--- src/rtl/rv32_pkg.sv ---
// Shared fetch-side definitions for the RV32IMC core: reset PC, fetch FSM
// states and the compressed-instruction test.
package rv32_pkg;

  localparam logic [31:0] RV32_RESET_PC = 32'h1000_0000;

  typedef enum logic [1:0] {
    ST_DECIDE,
    ST_FETCH,
    ST_ISSUE,
    ST_FAULT
  } fetch_state_e;

  function automatic logic is_compressed(input logic [15:0] hw);
    return hw[1:0] != 2'b11;
  endfunction

endpackage

--- src/rtl/rv32_fetch_ctrl_if.sv ---
// Instruction-memory req/ack bus and decode valid/ready handshake seen by the
// fetch sequencer (master) and by memory plus decode (slave).
interface rv32_fetch_ctrl_if;
  logic        imem_req;
  logic [31:0] imem_addr;
  logic        imem_ack;
  logic [31:0] imem_rdata;
  logic        imem_err;
  logic        instr_valid;
  logic [31:0] instr_data;
  logic [31:0] instr_pc;
  logic        instr_ready;

  modport master (
    output imem_req, imem_addr, instr_valid, instr_data, instr_pc,
    input  imem_ack, imem_rdata, imem_err, instr_ready
  );

  modport slave (
    input  imem_req, imem_addr, instr_valid, instr_data, instr_pc,
    output imem_ack, imem_rdata, imem_err, instr_ready
  );
endinterface

--- src/rtl/rv32_fetch_align.sv ---
// Combinational instruction alignment: picks a halfword or word out of the
// buffered fetch word, or glues a straddling instruction from spill + new word.
module rv32_fetch_align
  import rv32_pkg::*;
(
  input  logic        pc_hi,
  input  logic [31:0] buf_word,
  input  logic [15:0] spill_hi,
  input  logic [15:0] rdata,
  input  logic        span,
  output logic [31:0] instr_data,
  output logic        compressed,
  output logic        need_span
);

  logic [15:0] sel_hw;
  logic        sel_c;

  always_comb begin
    sel_hw     = pc_hi ? buf_word[31:16] : buf_word[15:0];
    sel_c      = is_compressed(sel_hw);
    instr_data = 32'h0;
    compressed = 1'b0;
    need_span  = 1'b0;
    if (span) begin
      instr_data = {rdata, spill_hi};
    end else if (sel_c) begin
      instr_data = {16'h0, sel_hw};
      compressed = 1'b1;
    end else if (!pc_hi) begin
      instr_data = buf_word;
    end else begin
      // 32-bit instruction in the upper halfword continues in the next word
      need_span = 1'b1;
    end
  end

endmodule

--- src/rtl/rv32_fetch_ctrl.sv ---
// Instruction-fetch sequencer: one-word buffer, straddle assembly, decode
// handshake, PC register control and redirect/fault handling.
module rv32_fetch_ctrl
  import rv32_pkg::*;
(
  input  logic               clk,
  input  logic               reset,
  input  logic [31:0]        pc_current,
  output logic               pc_stall,
  output logic               pc_is_compressed,
  output logic               pc_overwrite_enable,
  output logic [31:0]        pc_overwrite_data,
  input  logic               redirect_valid,
  input  logic [31:0]        redirect_pc,
  output logic               fetch_fault,
  rv32_fetch_ctrl_if.master  bus
);

  fetch_state_e state;
  logic         drain;
  logic         buf_valid;
  logic [29:0]  buf_tag;
  logic [31:0]  buf_word;
  logic [15:0]  spill_hi;
  logic         span;
  logic         instr_comp;
  logic         imem_req_r;
  logic [31:0]  imem_addr_r;
  logic         instr_valid_r;
  logic [31:0]  instr_data_r;
  logic [31:0]  instr_pc_r;
  logic         fault_r;

  logic [31:0]  al_instr;
  logic         al_comp;
  logic         al_need_span;
  logic         hit;
  logic         accept;
  logic         ack_ok;
  logic         unused_bits;

  rv32_fetch_align u_align (
    .pc_hi      (pc_current[1]),
    .buf_word   (buf_word),
    .spill_hi   (spill_hi),
    .rdata      (bus.imem_rdata[15:0]),
    .span       (span),
    .instr_data (al_instr),
    .compressed (al_comp),
    .need_span  (al_need_span)
  );

  assign hit    = buf_valid && (buf_tag == pc_current[31:2]);
  assign accept = (state == ST_ISSUE) && bus.instr_ready && !redirect_valid;
  assign ack_ok = (state == ST_FETCH) && bus.imem_ack && !bus.imem_err &&
                  !drain && !redirect_valid;

  // Redirect beats accept: the PC loads the target instead of stepping.
  assign pc_stall            = !(accept || redirect_valid);
  assign pc_is_compressed    = instr_comp;
  assign pc_overwrite_enable = redirect_valid;
  assign pc_overwrite_data   = {redirect_pc[31:1], 1'b0};
  assign fetch_fault         = fault_r;

  assign bus.imem_req    = imem_req_r;
  assign bus.imem_addr   = imem_addr_r;
  assign bus.instr_valid = instr_valid_r;
  assign bus.instr_data  = instr_data_r;
  assign bus.instr_pc    = instr_pc_r;

  assign unused_bits = ^{pc_current[0], redirect_pc[0]};

  always_ff @(posedge clk or posedge reset) begin
    if (reset) begin
      state         <= ST_DECIDE;
      drain         <= 1'b0;
      buf_valid     <= 1'b0;
      span          <= 1'b0;
      instr_comp    <= 1'b0;
      imem_req_r    <= 1'b0;
      imem_addr_r   <= 32'h0;
      instr_valid_r <= 1'b0;
      instr_data_r  <= 32'h0;
      instr_pc_r    <= 32'h0;
      fault_r       <= 1'b0;
    end else if (redirect_valid) begin
      buf_valid     <= 1'b0;
      span          <= 1'b0;
      instr_valid_r <= 1'b0;
      fault_r       <= 1'b0;
      // A request still in flight must complete on the bus; swallow its ack.
      if (imem_req_r && !bus.imem_ack) begin
        state <= ST_FETCH;
        drain <= 1'b1;
      end else begin
        state      <= ST_DECIDE;
        drain      <= 1'b0;
        imem_req_r <= 1'b0;
      end
    end else begin
      case (state)
        ST_DECIDE: begin
          if (hit && !al_need_span) begin
            instr_valid_r <= 1'b1;
            instr_data_r  <= al_instr;
            instr_pc_r    <= pc_current;
            instr_comp    <= al_comp;
            state         <= ST_ISSUE;
          end else begin
            imem_req_r <= 1'b1;
            state      <= ST_FETCH;
            if (hit) begin
              span        <= 1'b1;
              imem_addr_r <= {pc_current[31:2] + 30'd1, 2'b00};
            end else begin
              span        <= 1'b0;
              imem_addr_r <= {pc_current[31:2], 2'b00};
            end
          end
        end
        ST_FETCH: begin
          if (bus.imem_ack) begin
            imem_req_r <= 1'b0;
            if (drain) begin
              drain <= 1'b0;
              state <= ST_DECIDE;
            end else if (bus.imem_err) begin
              buf_valid <= 1'b0;
              fault_r   <= 1'b1;
              state     <= ST_FAULT;
            end else begin
              buf_valid <= 1'b1;
              if (span) begin
                span          <= 1'b0;
                instr_valid_r <= 1'b1;
                instr_data_r  <= al_instr;
                instr_pc_r    <= pc_current;
                instr_comp    <= 1'b0;
                state         <= ST_ISSUE;
              end else begin
                state <= ST_DECIDE;
              end
            end
          end
        end
        ST_ISSUE: begin
          if (bus.instr_ready) begin
            instr_valid_r <= 1'b0;
            state         <= ST_DECIDE;
          end
        end
        ST_FAULT: begin
          state <= ST_FAULT;
        end
        default: state <= ST_DECIDE;
      endcase
    end
  end

  // Buffer contents are qualified by buf_valid, so they carry no reset.
  always_ff @(posedge clk) begin
    if ((state == ST_DECIDE) && !redirect_valid && hit && al_need_span)
      spill_hi <= buf_word[31:16];
    if (ack_ok) begin
      buf_word <= bus.imem_rdata;
      buf_tag  <= imem_addr_r[31:2];
    end
  end

endmodule

--- src/flat_wrapper.sv ---
// flat-port wrapper written by rule: the top's interface ports become plain ports
module rv32_fetch_ctrl_flat import rv32_pkg::*;
  (clk, reset, pc_current, pc_stall, pc_is_compressed, pc_overwrite_enable, pc_overwrite_data, redirect_valid, redirect_pc, fetch_fault, bus_imem_req, bus_imem_addr, bus_instr_valid, bus_instr_data, bus_instr_pc, bus_imem_ack, bus_imem_rdata, bus_imem_err, bus_instr_ready);
  rv32_fetch_ctrl_if bus_i ();
  input  logic clk;
  input  logic reset;
  input  logic [31:0] pc_current;
  output logic pc_stall;
  output logic pc_is_compressed;
  output logic pc_overwrite_enable;
  output logic [31:0] pc_overwrite_data;
  input  logic redirect_valid;
  input  logic [31:0] redirect_pc;
  output logic fetch_fault;
  output wire logic [$bits(bus_i.imem_req)-1:0] bus_imem_req;
  output wire logic [$bits(bus_i.imem_addr)-1:0] bus_imem_addr;
  output wire logic [$bits(bus_i.instr_valid)-1:0] bus_instr_valid;
  output wire logic [$bits(bus_i.instr_data)-1:0] bus_instr_data;
  output wire logic [$bits(bus_i.instr_pc)-1:0] bus_instr_pc;
  input wire logic [$bits(bus_i.imem_ack)-1:0] bus_imem_ack;
  input wire logic [$bits(bus_i.imem_rdata)-1:0] bus_imem_rdata;
  input wire logic [$bits(bus_i.imem_err)-1:0] bus_imem_err;
  input wire logic [$bits(bus_i.instr_ready)-1:0] bus_instr_ready;
  assign bus_imem_req = bus_i.imem_req;
  assign bus_imem_addr = bus_i.imem_addr;
  assign bus_instr_valid = bus_i.instr_valid;
  assign bus_instr_data = bus_i.instr_data;
  assign bus_instr_pc = bus_i.instr_pc;
  assign bus_i.imem_ack = bus_imem_ack;
  assign bus_i.imem_rdata = bus_imem_rdata;
  assign bus_i.imem_err = bus_imem_err;
  assign bus_i.instr_ready = bus_instr_ready;
  rv32_fetch_ctrl u_core (.clk(clk), .reset(reset), .pc_current(pc_current), .pc_stall(pc_stall), .pc_is_compressed(pc_is_compressed), .pc_overwrite_enable(pc_overwrite_enable), .pc_overwrite_data(pc_overwrite_data), .redirect_valid(redirect_valid), .redirect_pc(redirect_pc), .fetch_fault(fetch_fault), .bus(bus_i));
endmodule
--- config.mk ---
export PLATFORM = sky130hd
export DESIGN_NAME = rv32_fetch_ctrl_flat
export DESIGN_NICKNAME = d
export VERILOG_FILES = /design/src/rtl/rv32_pkg.sv /design/src/rtl/rv32_fetch_ctrl_if.sv /design/src/rtl/rv32_fetch_align.sv /design/src/rtl/rv32_fetch_ctrl.sv /design/src/flat_wrapper.sv
export SDC_FILE = /design/constraint.sdc
export NUM_CORES = 1
export LEC_CHECK = 0
export ABC_AREA = 1
export BUFFER_PORTS_ARGS = -buffer_cell sky130_fd_sc_hd__buf_2
export CAP_MARGIN = 20
export CORE_AREA = 2 2 151 153
export DETAILED_ROUTE_END_ITERATION = 6
export DIE_AREA = 0 0 153 155
export PLACE_DENSITY = 0.66
export SETUP_SLACK_MARGIN = 0.1
export SLEW_MARGIN = 20
export SYNTH_ARGS = -nofsm -noshare
export SYNTH_HDL_FRONTEND = slang
export SYNTH_SLANG_ARGS = --single-unit
--- constraint.sdc ---
create_clock -name clk -period 6.35 [get_ports clk]
set_input_delay 0.635 -clock clk [delete_from_list [all_inputs] [get_ports clk]]
set_output_delay 0.635 -clock clk [all_outputs]
set_load 0.01 [all_outputs]
# ---- Word-level counts from Yosys, hierarchy flattened
# Index checks and enable logic that the tools add are counted.
dict set report totals {
  out_inout_bits 134
  reg_bits 183
  inputBits 102
  wordCells 141
}
dict set report op_classes {
  mux 70
  n_addsub 1
  n_eq_ne 19
  reduce_logical 35
  bitwise_logic 2
}
# operator n
set op_table {}
lappend op_table {{$mux W32} 14}
lappend op_table {{$pmux W32 S2} 2}
lappend op_table {{$mux W1} 41}
lappend op_table {{$add A30 B1 Y30 const B} 1}
lappend op_table {{$eq A30 B30 Y1} 1}
lappend op_table {{$mux W16} 1}
lappend op_table {{$ne A3 B3 Y1 const B} 5}
lappend op_table {{$mux W2} 7}
lappend op_table {{$reduce_and A7 Y1} 2}
lappend op_table {{$logic_and A1 B1 Y1} 12}
lappend op_table {{$ne A2 B2 Y1 const B} 6}
lappend op_table {{$pmux W2 S4} 1}
lappend op_table {{$reduce_and A4 Y1} 2}
lappend op_table {{$reduce_bool A2 Y1} 4}
lappend op_table {{$logic_not A1 Y1} 6}
lappend op_table {{$ne A3 B2 Y1 const B} 2}
lappend op_table {{$pmux W1 S2} 3}
lappend op_table {{$reduce_and A3 Y1} 2}
lappend op_table {{$reduce_and A5 Y1} 1}
lappend op_table {{$eq A2 B2 Y1 const B} 2}
lappend op_table {{$ne A2 B1 Y1 const B} 2}
lappend op_table {{$reduce_and A2 Y1} 2}
lappend op_table {{$reduce_bool A4 Y1} 1}
lappend op_table {{$pmux W1 S3} 1}
lappend op_table {{other kinds (5)} 6}

# ---- Depth between registers and ports, before layout
dict set report logic_depth {
  ltp_word 9
  ltp_mapped 15
  mapped_depth_nobuf 14
}

# ---- Modules after synthesis
# A second synthesis with hierarchy kept.
dict set report unflattened {
  cells_unflattened 1339
  area_unflattened_um2 9924.5
}
# mod n_inst seq_area_each_um2 cells_each area_each_um2
set by_module_without_submodules {}
lappend by_module_without_submodules {rv32_fetch_ctrl 1 4919.7 1157 9142.5}
lappend by_module_without_submodules {rv32_fetch_align 1 0.0 182 782.0}

# ---- Worst setup path after synthesis
# Ideal clock, no wire load.
dict set report synth_timing {
  path_kind {in2reg}
  startpoint {in redirect_valid}
  endpoint {reg u_core.buf_tag[0] (enable)}
  stages 2
  path_slack_ps 694
  arrival_ps 5098
  setup_time_ps 559
  n_path_buf 1
  cell_sequence {clkbuf_1 > nor3_1}
}
dict set report synth_via {
  elab_chain_cells 2
}
# item line
set synth_lines {}
lappend synth_lines {{start, declared} flat_wrapper.sv:12} ;# input logic redirect_valid;
lappend synth_lines {{$logic_not A1 Y1} rv32_fetch_ctrl.sv:56} ;# !drain && !redirect_valid;
lappend synth_lines {{$logic_and A1 B1 Y1} rv32_fetch_ctrl.sv:56}
lappend synth_lines {{named net u_core.ack_ok} rv32_fetch_ctrl.sv:39} ;# logic ack_ok;
lappend synth_lines {{end signal, assigned} rv32_fetch_ctrl.sv:166} ;# buf_tag <= imem_addr_r[31:2];
lappend synth_lines {{end, declared} rv32_fetch_ctrl.sv:22} ;# logic [29:0] buf_tag;
# The timed path passes the listed nets, and every way through them passes these cells.
# A chain may end at the register's enable or synchronous reset.

# ---- Worst setup path in the final report
dict set report layout_timing {
  startpoint {in pc_current[19]}
  endpoint {reg u_core.instr_pc_r[11] (netlist: u_core.bus.instr_pc[11])}
}
dict set report layout_via {
  elab_chain_cells 5
}
# item line
set layout_lines {}
lappend layout_lines {{start, declared} flat_wrapper.sv:7} ;# input logic [31:0] pc_current;
lappend layout_lines {{$eq A30 B30 Y1} rv32_fetch_ctrl.sv:53} ;# assign hit = buf_valid && (buf_tag == pc_current[31:2]);
lappend layout_lines {{$logic_and A1 B1 Y1} rv32_fetch_ctrl.sv:53}
lappend layout_lines {{$logic_and A1 B1 Y1} rv32_fetch_ctrl.sv:103} ;# if (hit && !al_need_span) begin
lappend layout_lines {{$ne A2 B1 Y1 (no line)} --}
lappend layout_lines {{$reduce_and A7 Y1 (no line)} --}
lappend layout_lines {{end signal, assigned} rv32_fetch_ctrl.sv:106} ;# instr_pc_r <= pc_current;
lappend layout_lines {{end signal, assigned} rv32_fetch_ctrl.sv:137} ;# instr_pc_r <= pc_current;
lappend layout_lines {{end, declared} rv32_fetch_ctrl.sv:31} ;# logic [31:0] instr_pc_r;
# Every way passes these cells.

==> metrics.md <==
| Metric | Value |
|---|---|
| Critical path fanouts, max | `98` |
| Core ar. | `22200 um2` |
| First-pass GRT wire length | `43400 um` |
| Top post-synthesis cells by count | `nand2_1, inv_1, dfrtp_1` |
| DIE AREA | `23700 um2` |
| DR pass1 iterations | `6` |
| Pin count of the biggest net entering global routing | `99` |
| Synthesized area | `9770 um2` |
| Share of cells above drive strength 1 | `17.5%` |
| Number of synthesized register bits | `181` |
| Synth area leaders | `dfrtp_1, edfxtp_1, nand2_1` |
| Fin crit period | `2.97 ns` |
| Power share of the clock group | `25.6%` |
| Total Power | `4.34 mW` |
| Port-buffer cells | `169` |
| Slowest cell on the critical path | `nand2_2` |
| GRT Overall Usage | `23.1%` |
| Seq pwr share | `41.3%` |
| Worst hold path type | `in2async` |
| Residual DRC count | `0` |
| Inserted Clock Buffers | `17` |
| Max-cap violations | `0` |
| Post-synth top area share | `26.4%` |
| Dominant cell type by area after synthesis | `dfrtp_1` |
| Post-CTS setup repair buffer count | `0` |
| Syn Area/Cell | `7.70 um2` |
| Worst-skew pair later-pin latency | `0.44 ns` |
| Hold WS | `0.193 ns` |
| Yosys cell types | `36` |
| Worst Path Arrival | `3.28 ns` |
| VDD IR max | `201 uV` |
| Placer congestion estimate | `0.932` |
| WL final | `27000 um` |
| R2R setup slack | `3.39 ns` |
| Sequential share of the synthesized area | `50.4%` |
| Slowest stage delay, CP | `0.59 ns` |
| Crit path cell chain | `buf_2, inv_1, nand2_1, nand2_1, nand2_1, nor2_1, nand2_1, nor2_2, nand3_2, nand2_2, nand2_8, nand2_1, o21ai_2` |
| RSZ-0062 raised after global routing | `false` |
| Chip height | `155 um` |
| Fraction of registers with async set/reset | `56.9%` |
| Synth Flop Type | `dfrtp_1` |
| Reg2reg start | `u_core.span$_DFFE_PP0P_` |
| PostCTS Resize Cnt | `0` |
| Final setup fails | `0` |
| Clock Root Buffer | `clkbuf_16` |
| Cell mode on critical path | `nand2_1` |
| Power per standard cell area | `387 nW/um2` |
| DR iter-0 viols | `630` |
| Worst Path Required | `6.66 ns` |
| Row Count | `55` |
| Period utilisation layout | `46.7%` |
| Clock-pin slew on the worst setup and hold paths | `0.08 ns` |
| Mapped Cells | `1269` |
| Final hold vios | `0` |
| Sw frac | `38.9%` |
| Layout area overhead | `14.8%` |
| Warnings, synthesis | `0` |
| Part of the power in combinational logic | `33.1%` |
| Layout Skew | `0.0149 ns` |
| CP Capture Type | `flip-flop` |
| R2R depth | `8` |
| Leak Pwr | `5.84 nW` |
| Status | `finished, final reports clean` |
| Reg2reg end | `u_core.bus.imem_addr[19]$_DFFE_PP0P_` |
| Place WS | `2.56 ns` |
| Max clock buf depth | `2` |
| Routed Antenna Nets | `0` |
| Number of synthesized flops with an enable pin | `78` |
| Switching pwr | `1.69 mW` |
| HPWL Detailed | `19400 um` |
| Internal | `2.65 mW` |
| Vias per cell | `4.99` |
| CTS tree | `built` |
| Worst Tran Pin Value | `0.965 ns` |
| H-tree depth | `4` |
| F_max | `0.337 GHz` |
| Number of global-route vias before repair | `7879` |
| Initial antenna violation count | `4` |
| Most common cell in the netlist | `nand2_1` |
| DR vias | `8415` |
| WL/cell | `16.0 um` |
| Rel. slew slack | `35.6%` |
| CP Launch Type | `primary input` |
| Final nets | `1494` |
| Initial Util | `43.9%` |
| Hold_buf cts | `0` |
| Min setup slack post-route | `3.38 ns` |
| Grt ovf | `0` |
| I/O pin count | `236` |
| CTS Sinks | `181` |
| Slew Viols, Final | `0` |
| Die X | `153 um` |
| Fin Setup TNS | `0 ns` |
| Critical path type | `in2reg` |
[sequential cells by signal (all words and copies together) (netlist names)]
register                 cells
u_core.bus.imem_addr        30
u_core.buf_valid             1
u_core.span                  1
u_core.bus.instr_valid       1
u_core.fetch_fault           1
u_core.drain                 1
u_core.pc_is_compressed      1
u_core.buf_word             32
u_core.spill_hi             16
u_core.bus.instr_pc         32
u_core.bus.instr_data       32
u_core.state                 2
u_core.buf_tag              30
u_core.bus.imem_req          1
[worst max-delay path by stage]
stage                            startpoint                                     to  cells after the start
6_report                     pc_current[19]    u_core.bus.instr_pc[11]$_DFFE_PP0P_                     13
5_1_grt        u_core.buf_tag[27]$_DFFE_PP_    u_core.bus.instr_pc[30]$_DFFE_PP0P_                      9
4_1_cts         u_core.state[1]$_DFFE_PP0P_   u_core.bus.instr_data[7]$_DFFE_PP0P_                     12
3_5_place_dp                 redirect_valid   u_core.bus.instr_data[7]$_DFFE_PP0P_                      8
3_3_place_gp                 redirect_valid  u_core.bus.instr_data[13]$_DFFE_PP0P_                      8
2_1_floorplan                redirect_valid            u_core.buf_tag[0]$_DFFE_PP_                      2
[per-layer routing]
metal / part of all wire, % / global-route usage, %
met1: 48 / 34.5
met2: 43 / 34.1
met3: 6.2 / 4.40
met4: 2.0 / 7.10
met5: 0.048 / 0
[stage by stage]
| step | cells | util (%) | area, um2 |
|---|---|---|---|
| 3_5_place_dp | 1653 | 47.5 | 10600 |
| 6_report | 1688 | 50.5 | 11200 |
| 2_1_floorplan | 1271 | - | 9780 |
| 5_1_grt | 1687 | 50.4 | 11200 |
| 4_1_cts | 1685 | 50.4 | 11200 |
| 3_3_place_gp | 1653 | 47.5 | 10600 |
[cell usage in the layout (no fill, tap or decap), drive strengths merged, types with 2 or more instances in the layout]
cell type  instances
and2               2
o21ai             43
nand2            510
dfrtp            103
xor2              16
a32oi             16
nand3             89
ha                 5
nor2             104
clkbuf            17
nor3              18
nand4              4
a221oi            14
diode              3
buf              177
a21oi              9
conb               3
a22oi              2
clkinv             7
xnor2              4
inv              174
edfxtp            78
[power groups by stage]
stage               clock network [mW]  registers (mW)  logic, mW
CTS                               1.14            1.79       1.45
finish                            1.11            1.79       1.44
global placement                     0            1.80       1.42
detailed placement                   0            1.82       1.44
floorplan                            0            1.94      0.776
global route                      1.18            1.84       1.63
[logic make-up after synthesis]
kind of cell	share of synthesized area (%)
AO/OA/AOI/OAI	5.84
buffers and inverters	11.4
XOR/XNOR	1.79
AND/OR/NAND/NOR	29.9
adder cells (fa/ha/maj)	0.640
flip-flops	50.4
other	0.0384
[critical path: cells and delay by family]
family,cells,cell delay [ns]
AOI/OAI and AO/OA,1,0.07
and+or+nand+nor,10,2.16
buffers and inverters,2,0.34
[final cells by class]
type,count,area (um2)
Tap cell,285,357
Fill cell,2176,11000
Sequential cell,181,4920
Clock buffer,17,425
Clock inverter,15,209
Multi-Input combinational cell,844,3760
Inverter,166,626
Antenna cell,3,7.51
Timing Repair Buffer,177,906
(Power assumes the default switching activity.)
